File: src/rtl/rs_pe_array_pkg.sv
// Shared types and elaboration helpers for the row-stationary PE array.
package rs_pe_array_pkg;

   typedef enum logic [1:0] {
      IDLE    = 2'd0,
      LOAD_W  = 2'd1,
      COMPUTE = 2'd2,
      DRAIN   = 2'd3
   } state_t;

   function automatic int min_psum_w(input int data_w, input int num_rows);
      return 2 * data_w + $clog2(num_rows);
   endfunction

endpackage

File: src/rtl/rs_pe_array_if.sv
// Weight, ifmap and psum handshake bundle between the array and its neighbours.
interface rs_pe_array_if #(
   parameter int DATA_W   = 8,
   parameter int PSUM_W   = 24,
   parameter int NUM_ROWS = 3,
   parameter int NUM_COLS = 3
);
   import rs_pe_array_pkg::*;

   logic                                w_valid;
   logic                                w_ready;
   logic [DATA_W-1:0]                   w_data;
   logic                                if_valid;
   logic                                if_ready;
   logic [NUM_ROWS-1:0][DATA_W-1:0]     if_col_in;
   logic [NUM_COLS-2:0][DATA_W-1:0]     if_row_in;
   logic                                psum_valid;
   logic                                psum_ready;
   logic [NUM_COLS-1:0][PSUM_W-1:0]     psum_out;

   modport master (
      output w_valid, w_data, if_valid, if_col_in, if_row_in, psum_ready,
      input  w_ready, if_ready, psum_valid, psum_out
   );

   modport slave (
      input  w_valid, w_data, if_valid, if_col_in, if_row_in, psum_ready,
      output w_ready, if_ready, psum_valid, psum_out
   );

endinterface

File: src/rtl/rs_pe_array_pe.sv
// One signed MAC processing element holding a stationary weight.
module rs_pe
   import rs_pe_array_pkg::*;
#(
   parameter int DATA_W = 8,
   parameter int PSUM_W = 24
) (
   input  logic                     clk,
   input  logic                     rst,
   input  logic                     en_i,
   input  logic                     w_we_i,
   input  logic signed [DATA_W-1:0] w_i,
   input  logic signed [DATA_W-1:0] if_i,
   input  logic signed [PSUM_W-1:0] psum_i,
   output logic signed [DATA_W-1:0] if_o,
   output logic signed [PSUM_W-1:0] psum_o
);

   logic signed [DATA_W-1:0]   w_q;
   logic signed [DATA_W-1:0]   if_q;
   logic signed [PSUM_W-1:0]   psum_q;
   logic signed [2*DATA_W-1:0] if_ext_s;
   logic signed [2*DATA_W-1:0] w_ext_s;
   logic signed [2*DATA_W-1:0] prod_s;
   logic signed [PSUM_W-1:0]   prod_ext_s;

   assign if_ext_s   = {{DATA_W{if_i[DATA_W-1]}}, if_i};
   assign w_ext_s    = {{DATA_W{w_q[DATA_W-1]}}, w_q};
   assign prod_s     = if_ext_s * w_ext_s;
   assign prod_ext_s = {{(PSUM_W-2*DATA_W){prod_s[2*DATA_W-1]}}, prod_s};

   // Stationary weight register
   always_ff @(posedge clk or posedge rst) begin
      if (rst) begin
         w_q <= '0;
      end else if (w_we_i) begin
         w_q <= w_i;
      end
   end

   // Ifmap forward and psum accumulate; wraps at PSUM_W
   always_ff @(posedge clk or posedge rst) begin
      if (rst) begin
         if_q   <= '0;
         psum_q <= '0;
      end else if (en_i) begin
         if_q   <= if_i;
         psum_q <= psum_i + prod_ext_s;
      end
   end

   assign if_o   = if_q;
   assign psum_o = psum_q;

endmodule

File: src/rtl/rs_pe_array.sv
// Row-stationary MAC array: control FSM, valid pipeline and PE interconnect.
module rs_pe_array
   import rs_pe_array_pkg::*;
#(
   parameter int DATA_W   = 8,
   parameter int PSUM_W   = 24,
   parameter int NUM_ROWS = 3,
   parameter int NUM_COLS = 3,
   parameter int LEN_W    = 16
) (
   input  logic                clk,
   input  logic                rst,
   input  logic                cfg_start,
   input  logic [LEN_W-1:0]    cfg_len,
   input  logic [NUM_ROWS-2:0] cfg_ifmap_sel,
   rs_pe_array_if.slave        bus,
   output logic                busy
);

   localparam int NUM_PE = NUM_ROWS * NUM_COLS;
   localparam int IDX_W  = $clog2(NUM_PE);
   localparam int DRN_W  = $clog2(NUM_ROWS);
   localparam logic [IDX_W-1:0] LAST_IDX  = IDX_W'(NUM_PE - 1);
   localparam logic [DRN_W-1:0] LAST_DRN  = DRN_W'(NUM_ROWS - 1);

   if (PSUM_W < min_psum_w(DATA_W, NUM_ROWS)) begin : g_bad_psum_w
      $error("rs_pe_array: PSUM_W too narrow for DATA_W/NUM_ROWS");
   end
   if (NUM_ROWS < 2 || NUM_COLS < 2) begin : g_bad_dims
      $error("rs_pe_array: NUM_ROWS and NUM_COLS must be >= 2");
   end

   state_t                state_q, state_d;
   logic [IDX_W-1:0]      idx_q, idx_d;
   logic [LEN_W-1:0]      beat_q, beat_d;
   logic [DRN_W-1:0]      drain_q, drain_d;
   logic [NUM_ROWS-1:0]   vld_q;
   logic                  busy_q;
   logic                  stall_s, w_acc_s, if_acc_s;

   logic signed [DATA_W-1:0] if_in_s   [NUM_ROWS][NUM_COLS];
   logic signed [DATA_W-1:0] if_out_s  [NUM_ROWS][NUM_COLS];
   logic signed [PSUM_W-1:0] psum_in_s [NUM_ROWS][NUM_COLS];
   logic signed [PSUM_W-1:0] psum_s    [NUM_ROWS][NUM_COLS];

   assign stall_s      = vld_q[NUM_ROWS-1] & ~bus.psum_ready;
   assign bus.w_ready  = (state_q == LOAD_W);
   assign bus.if_ready = (state_q == COMPUTE) & ~stall_s;
   assign w_acc_s      = bus.w_valid & bus.w_ready;
   assign if_acc_s     = bus.if_valid & bus.if_ready;
   assign bus.psum_valid = vld_q[NUM_ROWS-1];
   assign busy         = busy_q;

   // Next state and counters; a stall freezes the drain count
   always_comb begin
      state_d = state_q;
      idx_d   = idx_q;
      beat_d  = beat_q;
      drain_d = drain_q;
      case (state_q)
         IDLE: begin
            if (cfg_start) begin
               state_d = LOAD_W;
               idx_d   = '0;
            end else begin
               state_d = IDLE;
            end
         end
         LOAD_W: begin
            if (w_acc_s && (idx_q == LAST_IDX)) begin
               beat_d  = cfg_len;
               drain_d = '0;
               state_d = (cfg_len == '0) ? DRAIN : COMPUTE;
            end else if (w_acc_s) begin
               idx_d = idx_q + IDX_W'(1);
            end else begin
               idx_d = idx_q;
            end
         end
         COMPUTE: begin
            if (if_acc_s) begin
               beat_d = beat_q - LEN_W'(1);
               if (beat_q == LEN_W'(1)) begin
                  state_d = DRAIN;
                  drain_d = '0;
               end else begin
                  state_d = COMPUTE;
               end
            end else begin
               beat_d = beat_q;
            end
         end
         DRAIN: begin
            if (!stall_s && (drain_q == LAST_DRN)) begin
               state_d = IDLE;
            end else if (!stall_s) begin
               drain_d = drain_q + DRN_W'(1);
            end else begin
               drain_d = drain_q;
            end
         end
         default: begin
            state_d = IDLE;
         end
      endcase
   end

   // Control registers and row-aligned valid pipeline
   always_ff @(posedge clk or posedge rst) begin
      if (rst) begin
         state_q <= IDLE;
         idx_q   <= '0;
         beat_q  <= '0;
         drain_q <= '0;
         vld_q   <= '0;
         busy_q  <= 1'b0;
      end else begin
         state_q <= state_d;
         idx_q   <= idx_d;
         beat_q  <= beat_d;
         drain_q <= drain_d;
         busy_q  <= (state_d != IDLE);
         if (!stall_s) begin
            vld_q <= {vld_q[NUM_ROWS-2:0], if_acc_s};
         end
      end
   end

   // Only row-0 inputs carry the beat; other col-0 rows take if_col_in directly
   for (genvar r = 0; r < NUM_ROWS; r++) begin : g_row
      for (genvar c = 0; c < NUM_COLS; c++) begin : g_col
         if (r == 0 && c == 0) begin : g_corner
            assign if_in_s[r][c] = if_acc_s ? bus.if_col_in[0] : '0;
         end else if (r == 0) begin : g_top
            assign if_in_s[r][c] = if_acc_s ? bus.if_row_in[c-1] : '0;
         end else if (c == 0) begin : g_left
            assign if_in_s[r][c] = cfg_ifmap_sel[r-1] ? if_out_s[r-1][NUM_COLS-1]
                                                      : bus.if_col_in[r];
         end else begin : g_diag
            assign if_in_s[r][c] = if_out_s[r-1][c-1];
         end

         if (r == 0) begin : g_psum_top
            assign psum_in_s[r][c] = '0;
         end else begin : g_psum_chain
            assign psum_in_s[r][c] = psum_s[r-1][c];
         end

         rs_pe #(
            .DATA_W (DATA_W),
            .PSUM_W (PSUM_W)
         ) u_pe (
            .clk    (clk),
            .rst    (rst),
            .en_i   (~stall_s),
            .w_we_i (w_acc_s && (idx_q == IDX_W'(r * NUM_COLS + c))),
            .w_i    (bus.w_data),
            .if_i   (if_in_s[r][c]),
            .psum_i (psum_in_s[r][c]),
            .if_o   (if_out_s[r][c]),
            .psum_o (psum_s[r][c])
         );
      end
   end

   // Bottom-row psum registers drive the output bus
   always_comb begin
      bus.psum_out = '0;
      for (int c = 0; c < NUM_COLS; c++) begin
         bus.psum_out[c] = psum_s[NUM_ROWS-1][c];
      end
   end

endmodule

File: src/flat_wrapper.sv
// flat-port wrapper written by rule: the top's interface ports become plain ports
module rs_pe_array_flat import rs_pe_array_pkg::*;
#(
   parameter int DATA_W   = 8,
   parameter int PSUM_W   = 24,
   parameter int NUM_ROWS = 3,
   parameter int NUM_COLS = 3,
   parameter int LEN_W    = 16
)
  (clk, rst, cfg_start, cfg_len, cfg_ifmap_sel, busy, bus_w_valid, bus_w_data, bus_if_valid, bus_if_col_in, bus_if_row_in, bus_psum_ready, bus_w_ready, bus_if_ready, bus_psum_valid, bus_psum_out);
  rs_pe_array_if #(.DATA_W(DATA_W), .PSUM_W(PSUM_W), .NUM_ROWS(NUM_ROWS), .NUM_COLS(NUM_COLS)) bus_i ();
  input  logic clk;
  input  logic rst;
  input  logic cfg_start;
  input  logic [LEN_W-1:0] cfg_len;
  input  logic [NUM_ROWS-2:0] cfg_ifmap_sel;
  output logic busy;
  input wire logic [$bits(bus_i.w_valid)-1:0] bus_w_valid;
  input wire logic [$bits(bus_i.w_data)-1:0] bus_w_data;
  input wire logic [$bits(bus_i.if_valid)-1:0] bus_if_valid;
  input wire logic [$bits(bus_i.if_col_in)-1:0] bus_if_col_in;
  input wire logic [$bits(bus_i.if_row_in)-1:0] bus_if_row_in;
  input wire logic [$bits(bus_i.psum_ready)-1:0] bus_psum_ready;
  output wire logic [$bits(bus_i.w_ready)-1:0] bus_w_ready;
  output wire logic [$bits(bus_i.if_ready)-1:0] bus_if_ready;
  output wire logic [$bits(bus_i.psum_valid)-1:0] bus_psum_valid;
  output wire logic [$bits(bus_i.psum_out)-1:0] bus_psum_out;
  assign bus_i.w_valid = bus_w_valid;
  assign bus_i.w_data = bus_w_data;
  assign bus_i.if_valid = bus_if_valid;
  assign bus_i.if_col_in = bus_if_col_in;
  assign bus_i.if_row_in = bus_if_row_in;
  assign bus_i.psum_ready = bus_psum_ready;
  assign bus_w_ready = bus_i.w_ready;
  assign bus_if_ready = bus_i.if_ready;
  assign bus_psum_valid = bus_i.psum_valid;
  assign bus_psum_out = bus_i.psum_out;
  rs_pe_array #(.DATA_W(DATA_W), .PSUM_W(PSUM_W), .NUM_ROWS(NUM_ROWS), .NUM_COLS(NUM_COLS), .LEN_W(LEN_W)) u_core (.clk(clk), .rst(rst), .cfg_start(cfg_start), .cfg_len(cfg_len), .cfg_ifmap_sel(cfg_ifmap_sel), .bus(bus_i), .busy(busy));
endmodule
File: config.mk
export PLATFORM = sky130hd
export DESIGN_NAME = rs_pe_array_flat
export DESIGN_NICKNAME = d
export VERILOG_FILES = /design/src/rtl/rs_pe_array_pkg.sv /design/src/rtl/rs_pe_array_if.sv /design/src/rtl/rs_pe_array_pe.sv /design/src/rtl/rs_pe_array.sv /design/src/flat_wrapper.sv
export SDC_FILE = /design/constraint.sdc
export NUM_CORES = 2
export LEC_CHECK = 0
export BUFFER_PORTS_ARGS = -buffer_cell sky130_fd_sc_hd__buf_2
export CAP_MARGIN = 30
export CORE_MARGIN = 5
export CORE_UTILIZATION = 56
export DETAILED_ROUTE_END_ITERATION = 6
export PLACE_DENSITY = 0.88
export SYNTH_ARGS = -nofsm -noshare
export SYNTH_HDL_FRONTEND = slang
export SYNTH_SLANG_ARGS = --single-unit
File: constraint.sdc
create_clock -name clk -period 9.3 [get_ports clk]
set_input_delay 0.93 -clock clk [delete_from_list [all_inputs] [get_ports clk]]
set_output_delay 0.93 -clock clk [all_outputs]
set_load 0.02 [all_outputs]
==> key figures <==
Logic synthesis
  • Primary FF master, synth: dfrtp_1
  • Post-synth EDFFs: 0
  • Synth top area cells: fa_1 (33%), dfrtp_1 (20%), ha_1 (11%)
  • Sequential cell area fraction in the yosys report: 0.2015
  • Most area-hungry cell type in the Yosys netlist: fa_1
  • Syn. warnings: 0
  • Async S/R FF share, synth: 1.000
  • Post-Syn Nets: 5159
  • #FFs+latches synth: 319
  • Top cell type's share of synthesized area: 0.3260
  • Post-synthesis average cell area: 9.685 um2
  • Syn Inst Count: 4090
  • Post-synthesis cell type count: 68
  • Mapped Area: 39610 um2

Die
  • Initial Util: 0.5647
  • Die width: 276.0 um
  • Core area: 70150 um2
  • Boundary pin count: 148
  • Die area: 76150 um2
  • Chip height: 276.0 um
  • Num rows: 97

Critical path
  • Endpoint class of the critical path: flop
  • WP data required: 9750 ps
  • Crit-path max FO: 122
  • Slowest stage delay, CP: 660 ps
  • CP dominant cell by count: fa_1
  • Critical Path Source: bus_psum_ready
  • Cell Chain, Critical Path: buf_2, nand2b_4, and3_4, buf_16, buf_4, nand3_1, fa_1, inv_1, fa_1, inv_1, fa_1, fa_1, inv_1, ha_1, nor2b_1, o21a_1, o21ai_0, a21oi_1, o2111a_1, or3_1, a31o_2
  • Startpoint class of the critical path: input port
  • CP arrival: 6940 ps
  • Critical path type: input port to flop
  • Critical R2R Launch: u_core.vld_q[2]
  • CP max-delay cell: nand2b_4

Global route
  • GRT overflow: 0
  • First-pass GRT wire length: 157.6 mm
  • GRT Total Usage: 0.2553
  • Vias in the first global route: 30980
  • Initial antenna violation count: 5
  • Largest net degree at the start of global routing: 167

Clock network
  • CTS max path bufs: 3
  • Clk root buf: clkbuf_16
  • CTS tree: done
  • Clock latency on the worst-skew pair: 590 ps
  • # Post-CTS Setup Buffers: 0
  • Clock sinks: 319
  • H-tree lvl count: 2
  • # resized after CTS: 0
  • Clock slew at the register clock pins of the worst setup and hold paths: 70 ps
  • Hold Buf Count CTS: 0
  • CTS Buf Count: 39

Timing
  • Slew margin rel.: 0.2877
  • Worst-margin pin slew: 1039 ps
  • Final worst path period share: 0.6977
  • Hold Fails Final Rpt: 0
  • F_max: 154.1 MHz
  • Fin crit period: 6489 ps
  • Setup TNS: 0 ps
  • Final setup viols: 0
  • Layout Skew: 30.82 ps
  • RSZ-0062 raised after global routing: no
  • Final Max Tran Viols: 0

Outcome
  • Status: complete, no violations

Placement
  • Gpl congestion: 0.9255
  • Port Buf Inserts: 147
  • Hpwl dp: 73.87 mm

Route
  • Initial DRC Count: 2317
  • Wire length per cell: 18.23 um
  • DR top layer: met5
  • Drt pass-1 iters: 6
  • Total vias in the final route: 28950
  • Post-route antenna net violation count: 0
  • DRC: 0
  • Vias per inst: 5.621
  • Detail Route met3 WL: 8.064 mm
  • Met1 Wirelength: 37.40 mm
  • Routed WL: 93.91 mm
  • Metal2 WL: 43.83 mm

Finish
  • Share of cells above drive strength 1: 0.08199
  • Final nets: 5247
  • Leading cell type in the layout, fill and taps excluded: inv_1
  • Commonest non-fill, non-tap cells in the layout: inv_1 (823), fa_1 (645), nand2_1 (406)
  • Area Growth Syn to Fin: 7.733%

Min path
  • Hold Crit Class: input port to asynchronous set/reset pin

Run
  • Max-cap violations: 0
-- flip-flops by register name, indices dropped and copies added (netlist names) --
| name | cells |
|---|---|
| u_core.g_row.g_col.u_pe.psum_o | 171 |
| u_core.g_row.g_col.u_pe.w_q | 72 |
| u_core.g_row.g_col.u_pe.if_o | 48 |
| u_core.beat_q | 16 |
| u_core.idx_q | 4 |
| u_core.vld_q | 3 |
| u_core.drain_q | 2 |
| u_core.state_q | 2 |
| u_core.busy | 1 |
-- routing by layer --
layer  GRT usage  vias to the layer above
li1            -                    13060
met1      0.3368                    14450
met2      0.4122                     1166
met3     0.05762                      271
met4      0.1063                        6
met5           0                        -
-- worst max-delay path, delay by kind of cell --
family	cells	cell delay (ps)
simple gates	5	1660
fa+ha+maj	5	2060
buf+inv	6	1100
compound gates	5	1080
-- Yosys cell counts (22+ instances only) --
cell type / count
inv_1: 824
fa_1: 645
nand2_1: 406
ha_1: 352
dfrtp_1: 319
and2_1: 183
nor2_1: 156
o21ai_0: 151
and3_1: 137
a21oi_1: 130
clkbuf_1: 106
mux2_2: 86
xnor2_1: 79
nand3_1: 55
nor2b_1: 50
nor3_1: 39
xor2_1: 36
nand2b_1: 30
a211oi_1: 29
a21o_1: 29
o21a_1: 22
-- kinds of logic (layout without fill, tap and decap cells) --
family	Yosys count	in the layout	share of synthesized area
other cells	0	3	0
flops	319	319	0.2015
compound gates	522	522	0.08330
xor+xnor	115	115	0.02543
fa+ha+maj	997	997	0.4372
simple gates	1102	1102	0.1365
buf+inv	943	1061	0.09015
mux	92	92	0.02597
-- final cells by class --
class / count / area [um2]
Antenna cell: 3 / 7.507
Inverter: 826 / 3104
Sequential cell: 319 / 7983
Timing Repair Buffer: 164 / 915.9
Tap cell: 940 / 1176
Fill cell: 5430 / 27480
Multi-Input combinational cell: 2828 / 28080
Clock inverter: 26 / 345.3
Clock buffer: 45 / 1060
-- through the flow --
| stage | setup WS, ps | hold WS, ps | instance area (um2) | instances | utilization |
|---|---|---|---|---|---|
| floorplan | 3018 | 430.0 | 39610 | 4090 | - |
| global route | 2487 | 392.8 | 42670 | 5148 | 0.6082 |
| CTS | 2495 | 352.2 | 42610 | 5146 | 0.6074 |
| global placement | 2098 | 442.0 | 41200 | 5074 | 0.5873 |
| finish | 2811 | 362.1 | 42670 | 5151 | 0.6083 |
| detailed placement | 1946 | 451.1 | 41210 | 5075 | 0.5874 |
-- final timing paths --
kind / slack, ps / depth (start not counted) / endpoint
worst max-delay path: 2810 / 21 / u_core.g_row[0].g_col[2].u_pe.psum_o[14]
max in group asynchronous: 7150 / 5 / u_core.g_row[1].g_col[0].u_pe.psum_o[14]
min in group clk: 460 / 2 / u_core.g_row[2].g_col[0].u_pe.psum_o[3]
worst max register to register: 2900 / 20 / u_core.g_row[0].g_col[2].u_pe.psum_o[14]
worst min-delay path: 360 / 2 / u_core.g_row[2].g_col[1].u_pe.psum_o[3]
worst min register to register: 460 / 2 / u_core.g_row[2].g_col[0].u_pe.psum_o[3]
Power is left out: the tool's default activity adds up to more than one toggle a clock period on the data nets, which glitch-free logic cannot reach.
